File: src/rtl/trap_profile_gen_pkg.sv
// Shared constants, state encoding and velocity law for the trapezoidal profile generator.
// Positions and speeds are fixed point with FRAC fractional bits.
package trap_profile_gen_pkg;

  localparam int FRAC      = 16;
  localparam int POS_ACC_W = 32 + FRAC;
  localparam int DIST_W    = 33 + FRAC;

  typedef enum logic [2:0] {
    ST_IDLE   = 3'd0,
    ST_ACCEL  = 3'd1,
    ST_CRUISE = 3'd2,
    ST_DECEL  = 3'd3,
    ST_DONE   = 3'd4
  } state_e;

  // Speed to apply on the coming tick. While decelerating the speed never
  // drops below one accel step, so the move always creeps to its end.
  function automatic logic [31:0] next_speed(input state_e st, input logic [31:0] v,
                                             input logic [31:0] accel, input logic [31:0] vmax);
    logic [32:0] sum;
    sum = {1'b0, v} + {1'b0, accel};
    case (st)
      ST_ACCEL: next_speed = (sum > {1'b0, vmax}) ? vmax : sum[31:0];
      ST_DECEL: next_speed = ({1'b0, v} > {accel, 1'b0}) ? (v - accel) : accel;
      default:  next_speed = v;
    endcase
  endfunction

endpackage

File: src/rtl/trap_profile_gen_if.sv
// Command/status bundle between the register bank (master) and the profile generator (slave).
interface trap_profile_gen_if;

  logic signed [31:0] target_pos;
  logic        [31:0] vel_max;
  logic        [31:0] accel;
  logic               start;
  logic               abort;
  logic               load_pos;
  logic signed [31:0] pos_init;
  logic signed [31:0] desired_pos;
  logic        [31:0] cur_vel;
  logic               busy;
  logic               done;

  modport master (
    output target_pos, vel_max, accel, start, abort, load_pos, pos_init,
    input  desired_pos, cur_vel, busy, done
  );

  modport slave (
    input  target_pos, vel_max, accel, start, abort, load_pos, pos_init,
    output desired_pos, cur_vel, busy, done
  );

endinterface

File: src/rtl/tick_prescaler.sv
// Free-running control-tick prescaler: one-cycle tick every TICK_DIV clocks after reset release.
module tick_prescaler #(
  parameter int TICK_DIV = 100000
) (
  input  logic clk,
  input  logic reset_n,
  output logic tick
);

  localparam int CW = $clog2(TICK_DIV);
  localparam logic [CW-1:0] LAST = CW'(TICK_DIV - 1);

  logic [CW-1:0] cnt_q, cnt_d;
  logic          tick_q, tick_d;

  always_comb begin
    tick_d = (cnt_q == LAST);
    cnt_d  = tick_d ? '0 : cnt_q + CW'(1);
  end

  always_ff @(posedge clk or negedge reset_n) begin
    if (!reset_n) begin
      cnt_q  <= '0;
      tick_q <= 1'b0;
    end else begin
      cnt_q  <= cnt_d;
      tick_q <= tick_d;
    end
  end

  assign tick = tick_q;

endmodule

File: src/rtl/trap_profile_gen.sv
// Trapezoidal motion-profile generator: ramps desired_pos toward target_pos once per control tick,
// starting deceleration when the remaining distance drops to the distance spent accelerating.
module trap_profile_gen
  import trap_profile_gen_pkg::*;
#(
  parameter int TICK_DIV = 100000
) (
  input  logic              clk,
  input  logic              reset_n,
  trap_profile_gen_if.slave bus
);

  logic tick;

  state_e                      state_q, state_d;
  logic signed [POS_ACC_W-1:0] pos_acc_q, pos_acc_d;
  logic        [DIST_W-1:0]    dist_rem_q, dist_rem_d;
  logic        [DIST_W-1:0]    d_acc_q, d_acc_d;
  logic        [31:0]          v_q, v_d;
  logic        [31:0]          vmax_q, vmax_d;
  logic        [31:0]          accel_q, accel_d;
  logic        [31:0]          cur_vel_q, cur_vel_d;
  logic signed [31:0]          tgt_q, tgt_d;
  logic                        dir_q, dir_d;
  logic                        busy_q, busy_d;
  logic                        done_q, done_d;

  logic signed [31:0]          base_pos;
  logic signed [32:0]          diff;
  logic        [32:0]          mag;
  logic        [31:0]          v_next;
  logic        [31:0]          step;
  logic        [DIST_W-1:0]    rem_after;

  tick_prescaler #(
    .TICK_DIV(TICK_DIV)
  ) u_tick (
    .clk    (clk),
    .reset_n(reset_n),
    .tick   (tick)
  );

  // A coincident load_pos is applied before the move distance is measured.
  always_comb begin
    base_pos = bus.load_pos ? bus.pos_init : pos_acc_q[POS_ACC_W-1:FRAC];
    diff     = {bus.target_pos[31], bus.target_pos} - {base_pos[31], base_pos};
    mag      = diff[32] ? -diff : diff;
  end

  always_comb begin
    v_next    = next_speed(state_q, v_q, accel_q, vmax_q);
    step      = (dist_rem_q < DIST_W'(v_next)) ? dist_rem_q[31:0] : v_next;
    rem_after = dist_rem_q - DIST_W'(step);
  end

  always_comb begin
    state_d    = state_q;
    pos_acc_d  = pos_acc_q;
    dist_rem_d = dist_rem_q;
    d_acc_d    = d_acc_q;
    v_d        = v_q;
    dir_d      = dir_q;
    tgt_d      = tgt_q;
    vmax_d     = vmax_q;
    accel_d    = accel_q;
    cur_vel_d  = cur_vel_q;
    done_d     = 1'b0;

    if (bus.abort && state_q != ST_IDLE) begin
      state_d   = ST_IDLE;
      v_d       = '0;
      cur_vel_d = '0;
    end else begin
      case (state_q)
        ST_IDLE: begin
          if (bus.load_pos) pos_acc_d = {bus.pos_init, {FRAC{1'b0}}};
          if (bus.start) begin
            tgt_d      = bus.target_pos;
            vmax_d     = bus.vel_max;
            accel_d    = bus.accel;
            dir_d      = diff[32];
            dist_rem_d = {mag, {FRAC{1'b0}}};
            d_acc_d    = '0;
            v_d        = '0;
            // A move that cannot progress completes in place.
            if (mag == '0 || bus.vel_max == '0 || bus.accel == '0) begin
              tgt_d   = base_pos;
              state_d = ST_DONE;
            end else begin
              state_d = ST_ACCEL;
            end
          end
        end

        ST_ACCEL, ST_CRUISE, ST_DECEL: begin
          if (tick) begin
            pos_acc_d  = dir_q ? (pos_acc_q - POS_ACC_W'(step)) : (pos_acc_q + POS_ACC_W'(step));
            dist_rem_d = rem_after;
            v_d        = v_next;
            cur_vel_d  = step;
            if (state_q == ST_ACCEL) d_acc_d = d_acc_q + DIST_W'(step);
            if (rem_after == '0) begin
              state_d = ST_DONE;
            end else if (state_q != ST_DECEL && rem_after <= d_acc_d) begin
              state_d = ST_DECEL;
            end else if (state_q == ST_ACCEL && v_next == vmax_q) begin
              state_d = ST_CRUISE;
            end
          end
        end

        ST_DONE: begin
          pos_acc_d = {tgt_q, {FRAC{1'b0}}};
          v_d       = '0;
          cur_vel_d = '0;
          done_d    = 1'b1;
          state_d   = ST_IDLE;
        end

        default: state_d = ST_IDLE;
      endcase
    end

    busy_d = (state_d != ST_IDLE);
  end

  always_ff @(posedge clk or negedge reset_n) begin
    if (!reset_n) begin
      state_q    <= ST_IDLE;
      pos_acc_q  <= '0;
      dist_rem_q <= '0;
      d_acc_q    <= '0;
      v_q        <= '0;
      dir_q      <= 1'b0;
      tgt_q      <= '0;
      vmax_q     <= '0;
      accel_q    <= '0;
      cur_vel_q  <= '0;
      busy_q     <= 1'b0;
      done_q     <= 1'b0;
    end else begin
      state_q    <= state_d;
      pos_acc_q  <= pos_acc_d;
      dist_rem_q <= dist_rem_d;
      d_acc_q    <= d_acc_d;
      v_q        <= v_d;
      dir_q      <= dir_d;
      tgt_q      <= tgt_d;
      vmax_q     <= vmax_d;
      accel_q    <= accel_d;
      cur_vel_q  <= cur_vel_d;
      busy_q     <= busy_d;
      done_q     <= done_d;
    end
  end

  assign bus.desired_pos = pos_acc_q[POS_ACC_W-1:FRAC];
  assign bus.cur_vel     = cur_vel_q;
  assign bus.busy        = busy_q;
  assign bus.done        = done_q;

endmodule
File: src/flat_wrapper.sv
// flat-port wrapper written by rule: the top's interface ports become plain ports
module trap_profile_gen_flat import trap_profile_gen_pkg::*;
#(
  parameter int TICK_DIV = 100000
)
  (clk, reset_n, bus_target_pos, bus_vel_max, bus_accel, bus_start, bus_abort, bus_load_pos, bus_pos_init, bus_desired_pos, bus_cur_vel, bus_busy, bus_done);
  trap_profile_gen_if bus_i ();
  input  logic clk;
  input  logic reset_n;
  input wire logic [$bits(bus_i.target_pos)-1:0] bus_target_pos;
  input wire logic [$bits(bus_i.vel_max)-1:0] bus_vel_max;
  input wire logic [$bits(bus_i.accel)-1:0] bus_accel;
  input wire logic [$bits(bus_i.start)-1:0] bus_start;
  input wire logic [$bits(bus_i.abort)-1:0] bus_abort;
  input wire logic [$bits(bus_i.load_pos)-1:0] bus_load_pos;
  input wire logic [$bits(bus_i.pos_init)-1:0] bus_pos_init;
  output wire logic [$bits(bus_i.desired_pos)-1:0] bus_desired_pos;
  output wire logic [$bits(bus_i.cur_vel)-1:0] bus_cur_vel;
  output wire logic [$bits(bus_i.busy)-1:0] bus_busy;
  output wire logic [$bits(bus_i.done)-1:0] bus_done;
  assign bus_i.target_pos = bus_target_pos;
  assign bus_i.vel_max = bus_vel_max;
  assign bus_i.accel = bus_accel;
  assign bus_i.start = bus_start;
  assign bus_i.abort = bus_abort;
  assign bus_i.load_pos = bus_load_pos;
  assign bus_i.pos_init = bus_pos_init;
  assign bus_desired_pos = bus_i.desired_pos;
  assign bus_cur_vel = bus_i.cur_vel;
  assign bus_busy = bus_i.busy;
  assign bus_done = bus_i.done;
  trap_profile_gen #(.TICK_DIV(TICK_DIV)) u_core (.clk(clk), .reset_n(reset_n), .bus(bus_i));
endmodule
File: config.mk
export PLATFORM = sky130hd
export DESIGN_NAME = trap_profile_gen_flat
export DESIGN_NICKNAME = d
export VERILOG_FILES = /design/src/rtl/trap_profile_gen_pkg.sv /design/src/rtl/trap_profile_gen_if.sv /design/src/rtl/tick_prescaler.sv /design/src/rtl/trap_profile_gen.sv /design/src/flat_wrapper.sv
export SDC_FILE = /design/constraint.sdc
export NUM_CORES = 2
export LEC_CHECK = 0
export ABC_AREA = 1
export BUFFER_PORTS_ARGS = -buffer_cell sky130_fd_sc_hd__buf_2
export CAP_MARGIN = 15
export CORE_MARGIN = 2
export CORE_UTILIZATION = 55
export CTS_BUF_LIST = sky130_fd_sc_hd__clkbuf_8
export DETAILED_ROUTE_END_ITERATION = 10
export GPL_TIMING_DRIVEN = 0
export MAX_ROUTING_LAYER = met4
export PLACE_DENSITY_LB_ADDON = 0.25
export SYNTH_ARGS = -nofsm -noshare
export SYNTH_HDL_FRONTEND = slang
export SYNTH_SLANG_ARGS = --single-unit
File: constraint.sdc
create_clock -name clk -period 18.4 [get_ports clk]
set_input_delay 0.92 -clock clk [delete_from_list [all_inputs] [get_ports clk]]
set_output_delay 0.92 -clock clk [all_outputs]
set_load 0.02 [all_outputs]
-- Yosys cells after proc, flatten, opt, wreduce, memory -nomap -nowiden
Cells that the tools add are included.
- bits in registers: 330
- input port bits: 133
- output and inout port bits: 66
- word-level logic and storage cells: 101
- add/sub/neg operators: 9
- $lt $le $gt $ge: 4
- equal/unequal tests: 12
- muxes and demuxes: 39
- bitwise gates (word level): 1
- reductions and logical operators: 22
- operator list (operator ; count):
    $mux 49 ; 8
    $mux 32 ; 10
    $pmux 49 s2 ; 2
    $mux 48 ; 3
    $pmux 48 s3 ; 1
    $pmux 32 s2 ; 2
    $pmux 32 s3 ; 1
    $logic_not 32->1 ; 2
    $add 49x32->49 ; 1
    $le 49x49->1 ; 1
    $logic_not 49->1 ; 1
    $lt 49x32->1 ; 1
    $sub 49x32->49 ; 1
    $add 48x32->48 ; 1
    $sub 48x32->48 ; 1
    $add 32x32->33 ; 1
    $gt 32x33->1 ; 1
    $gt 33x32->1 ; 1
    $logic_not 33->1 ; 1
    $mux 33 ; 1
    $neg 33->33 ; 1
    $sub 32x32->33 ; 1
    $eq 32x32->1 ; 1
    $sub 32x32->32 ; 1
    other kinds (22) ; 42

-- Depth between registers and ports, before layout
- depth after elaboration: 19
- depth in mapped cells: 96
- depth with buffers taken out: 93

-- Hierarchy
Synthesis repeated with hierarchy kept, for this count alone.
- cells, all modules: 4995
- area total of the unflattened synthesis: 34296.6 µm²
- modules (own cells, without submodules) (module ; times used ; cells an instance ; area each (µm²) ; seq. area each (µm²)):
    trap_profile_gen ; 1 ; 4856 ; 33293.2 ; 7807.5
    tick_prescaler ; 1 ; 139 ; 1003.5 ; 450.4

-- Least setup slack after synthesis
OpenSTA, ideal clock, no wires.
- kind: flip-flop to flip-flop
- start: reg u_core.accel_q[2]
- end: reg u_core.busy_q, in the netlist u_core.bus.busy
- setup time: 0.125 ns
- data arrival time: 10.942 ns
- data required time: 18.275 ns
- path slack: 7.333 ns
- stages on the path, launching flop included: 90
- path buffers: 6
- clock period less this slack: 11.067 ns
- cell sequence: dfrtp_1 > inv_1 > ha_1 > buf_6 > nor2_1 > nand2_1 > nand2_1 > a21oi_1 > o21bai_1 > nand2_1 > nand2_1 > nand2_1 > o211ai_1 > nand2_1 > nand2_1 > nand2_1 > nand2_1 > a21oi_1 > [... 54 more ...] > nand2_1 > inv_1 > or2_2 > nand3_1 > o21ai_0 > ha_1 > nand2_1 > or4_1 > o31ai_1 > a21oi_1 > nor2_1 > o31ai_1 > nor2_1 > a21oi_1 > nand2_1 > nand2_1 > nand2_1 > nand3_1
- cells in the longest elaborated chain, start to end: 19
- elaborated cells on any way between the ends: 27
- classes of those cells: 4 x add/sub; 4 x order compare; 1 x eq/ne; 14 x mux; 4 x reduce/logical
- RTL lines (what ; line ; RTL):
    from (decl) ; trap_profile_gen.sv:21 ; logic [31:0] accel_q, accel_d;
    from (signal assigned) ; trap_profile_gen.sv:150 ; accel_q <= accel_d;
    $add 32x32->33 ; trap_profile_gen_pkg.sv:22 ; sum = {1'b0, v} + {1'b0, accel};
    $gt 33x32->1 ; trap_profile_gen_pkg.sv:24 ; ST_ACCEL: next_speed = (sum > {1'b0, vmax}) ? vmax : sum[31:0];
    $mux 32 ; trap_profile_gen_pkg.sv:24 ;
    $pmux 32 s2 * ; trap_profile_gen_pkg.sv:23 ; case (st)
    $lt 49x32->1 ; trap_profile_gen.sv:52 ; step = (dist_rem_q < DIST_W'(v_next)) ? dist_rem_q[31:0] : v_next;
    $mux 32 ; trap_profile_gen.sv:52 ;
    $add 49x32->49 ; trap_profile_gen.sv:101 ; if (state_q == ST_ACCEL) d_acc_d = d_acc_q + DIST_W'(step);
    $mux 49 ; trap_profile_gen.sv:101 ;
    [... 4 more ...] ; - ;
    $logic_and 1x1->1 ; trap_profile_gen.sv:104 ; end else if (state_q != ST_DECEL && rem_after <= d_acc_d) begin
    $mux 3 ; trap_profile_gen.sv:104 ;
    $mux 3 * ; trap_profile_gen.sv:102 ; if (rem_after == '0) begin
    $mux 3 * ; trap_profile_gen.sv:96 ; if (tick) begin
    $pmux 3 s2 * ; trap_profile_gen.sv:74 ; case (state_q)
    $mux 3 * ; trap_profile_gen.sv:69 ; if (bus.abort && state_q != ST_IDLE) begin
    $reduce_bool 3->1 * ; trap_profile_gen.sv:124 ; busy_d = (state_d != ST_IDLE);
    net u_core.busy_d ; trap_profile_gen.sv:25 ; logic busy_q, busy_d;
    to (signal assigned) ; trap_profile_gen.sv:152 ; busy_q <= busy_d;
    to (decl) ; trap_profile_gen.sv:25 ;
The timed path passes the listed nets; every way through them passes the cells marked *. The select of a mux whose other input is x is not followed.
A chain may end at the register's enable or synchronous reset.

-- Worst setup path in the final report
Same ends and word-level chain as after synthesis.

==> flow_metrics.tcl <==
set metrics [dict create \
    core_sq_um 60100 \
    synth_top_area_cell "dfrtp_1" \
    cp_data_required_time_ns 18.99 \
    fillers 5878 \
    synth.area.top_cells "dfrtp_1 (25%), ha_1 (13%), nand2_1 (10%), inv_1 (7.9%), o21ai_0 (6.3%)" \
    avgSynthCellArea_sq_um 6.82 \
    cts_buffers 66 \
    timing.fmax_mhz 61.3 \
    cts.sinks 330 \
    worst_pin_slew_ns 1.30 \
    routed_via_density 5.96 \
    slew_violations 0 \
    ys.flop_type "dfrtp_1" \
    postCtsResizedCells 0 \
    grt_pass1_vias 33643 \
    start_util_pct 55.4 \
    min_path_type "in -> async" \
    htreeDepth 3 \
    fin_crit_sh_pct 88.7 \
    synth_warnings 0 \
    syn_area_sq_um 33300 \
    clock_skew_ns 0.0349 \
    period_minus_slack_ns 16.31 \
    synth_edf_count 0 \
    io_pins 199 \
    rsz0062_at_grt "no" \
    grt_usage_pct 42.4 \
    postLayoutCellArea_sq_um 36800 \
    fin_ws_ns 2.09 \
    clk_pin_slew_ns 0.06 \
    postCtsSetupBuffers 0 \
    grt_pass1_wl_mm 197 \
    die_h_um 250 \
    vias 35693 \
    cpMostUsedCell "nand2_1" \
    cp_slowest_cell "o31ai_1" \
    clk_latency_ns 0.70 \
    wl_per_cell_um 22.0 \
    crit_path_end_kind "flop" \
    synth_cells 4883 \
    die_w_um 250 \
    crit_arrival_ns 16.91 \
    cp-start-kind "flop" \
    drt-pass1-iter-count 6 \
    synth-async-reset-ratio_pct 100 \
    setup_violations 0 \
    die_area_sq_um 62500 \
    drcViolationCount 0 \
    nets 5644 \
    overflow 0 \
    dp_hpwl_mm 108 \
    io_buffers 197 \
    syn_nets 5373 \
    max_stage_delay_ns 1.03 \
    syn2layout_area_growth_pct 10.4 \
    ys_seq_area_share_pct 24.8 \
    place_area_sq_um 35400 \
    cts_tree "yes" \
    drt-total-wl_mm 132 \
    cts.path.max_buffers 3 \
    rows 90 \
    synthDistinctLibCells 67 \
    maxSlewHeadroom_pct 12.3 \
    antenna_found_initial 4 \
    worstSetupPathType "reg -> reg" \
    ys_seq_elements 330 \
    clockRootBuffer "clkbuf_8" \
    ant_nets 0 \
    setup_tns_ns 0 \
    grt_max_degree 96 \
    dpl_worst_slack_ns 2.69 \
    path_max_fanout 10 \
    cap_violations 0 \
    gp_congestion 1.04 \
    status "finished, final reports clean" \
    drive_gt1_share_pct 8.42 \
    synth_top_area_share_pct 24.8 \
    drt_iter0_markers 3742 \
    hold_viol_final 0 \
    cts_hold_buffers 0 \
]
==> Yosys cell counts, types with 42 or more instances <==
cell	instances
o21ai_0	416
xnor2_1	42
nand3_1	213
nor2_1	446
nand2_1	900
xor2_1	188
nor3_1	68
o22ai_1	121
a21oi_1	389
dfrtp_1	330
ha_1	351
o211ai_1	62
o21ai_1	63
clkbuf_1	110
nand4_1	65
inv_1	700
==> placed cells by master, fill, tap and decap left out, types with 39 or more instances in the layout <==
cell type  instances
nand2_1          900
o211ai_1          62
ha_1             351
nand3_1          213
nor3_1            68
nand4_1           65
nor2_1           446
buf_4             39
o21ai_1           63
o22ai_1          121
o21ai_0          416
xor2_1           188
xnor2_1           42
buf_2            219
inv_1            719
dfrtp_1          330
clkbuf_8          82
clkbuf_1         109
a21oi_1          389
==> worst paths after layout <==
kind	startpoint	depth (start not counted)	slack, ns	end
hold / removal	reset_n	1	0.22	u_core.accel_q[4]
max in group asynchronous	reset_n	3	16.63	u_core.tgt_q[26]
min in group clk	bus_accel[26]	3	0.46	u_core.accel_q[26]
setup reg to reg	u_core.accel_q[2]	91	2.09	u_core.bus.busy
setup / recovery	u_core.accel_q[2]	91	2.09	u_core.bus.busy
hold reg to reg	u_core.pos_acc_q[2]	2	0.50	u_core.pos_acc_q[2]
==> cell families (layout without fill, tap and decap cells) <==
family / count (synthesis) / in the layout / synth area share, %
AO/OA/AOI/OAI: 1238 / 1238 / 21.0
XOR/XNOR: 230 / 230 / 6.05
adder cells (fa/ha/maj): 357 / 357 / 13.5
buffers and inverters: 901 / 1222 / 10.8
flip-flops: 330 / 330 / 24.8
multiplexers: 24 / 24 / 0.729
other: 0 / 2 / 0
AND/OR/NAND/NOR: 1803 / 1803 / 23.1
==> registers in the layout, indices dropped and copies added, names as in the netlist <==
| register | count |
|---|---|
| u_core.bus.cur_vel | 32 |
| u_core.dir_q | 1 |
| u_core.tgt_q | 32 |
| u_core.accel_q | 32 |
| u_core.bus.busy | 1 |
| u_core.state_q | 3 |
| u_core.d_acc_q | 49 |
| u_core.u_tick.cnt_q | 17 |
| u_core.dist_rem_q | 49 |
| u_core.vmax_q | 32 |
| u_core.pos_acc_q | 48 |
| u_core.u_tick.tick | 1 |
| u_core.bus.done | 1 |
| u_core.v_q | 32 |
==> stage by stage <==
| stage | hold WS [ns] | std cells | utilization (%) |
|---|---|---|---|
| final | 0.223 | 5988 | 61.2 |
| after global routing | 0.269 | 5988 | 61.2 |
| after detailed placement | 0.474 | 5867 | 58.8 |
| after CTS | 0.218 | 5985 | 61.2 |
| after floorplan | 0.453 | 4883 | - |
| after global placement | 0.472 | 5862 | 58.7 |
==> layout make-up <==
cell class	count	area (sq um)	area share (%)
antenna	2	5.00	0.0136
clock buffer	82	1130	3.07
clock inverter	36	268	0.728
timing repair buffer	203	1100	2.99
sequential	330	8260	22.4
multi-input combinational	3652	21500	58.3
inverter	718	2700	7.33
tap	782	978	2.66
buffer	183	888	2.41
==> metal layers <==
metal | share of wire (%) | wire (um) | vias to the layer above | track usage (%)
met3 | 9.2 | 12200 | 449 | 8.58
met5 | 0 | 0 | - | -
met2 | 44 | 58300 | 1707 | 65.5
li1 | - | - | 16956 | -
met1 | 40 | 52100 | 16581 | 51.4
met4 | 7.0 | 9220 | 0 | 25.1
==> critical path: cells and delay by family, from the launching register on <==
kind	cells	cell delay, ns
adders and majority gates	6	1.98
and+or+nand+nor	48	5.83
xor gates and xnor gates	2	0.47
DFF	1	0.39
buffers and inverters	14	2.19
AOI/OAI and AO/OA	21	5.28
Power is left out: the tool's default activity adds up to more than one toggle a clock period on the data nets, which glitch-free logic cannot reach.
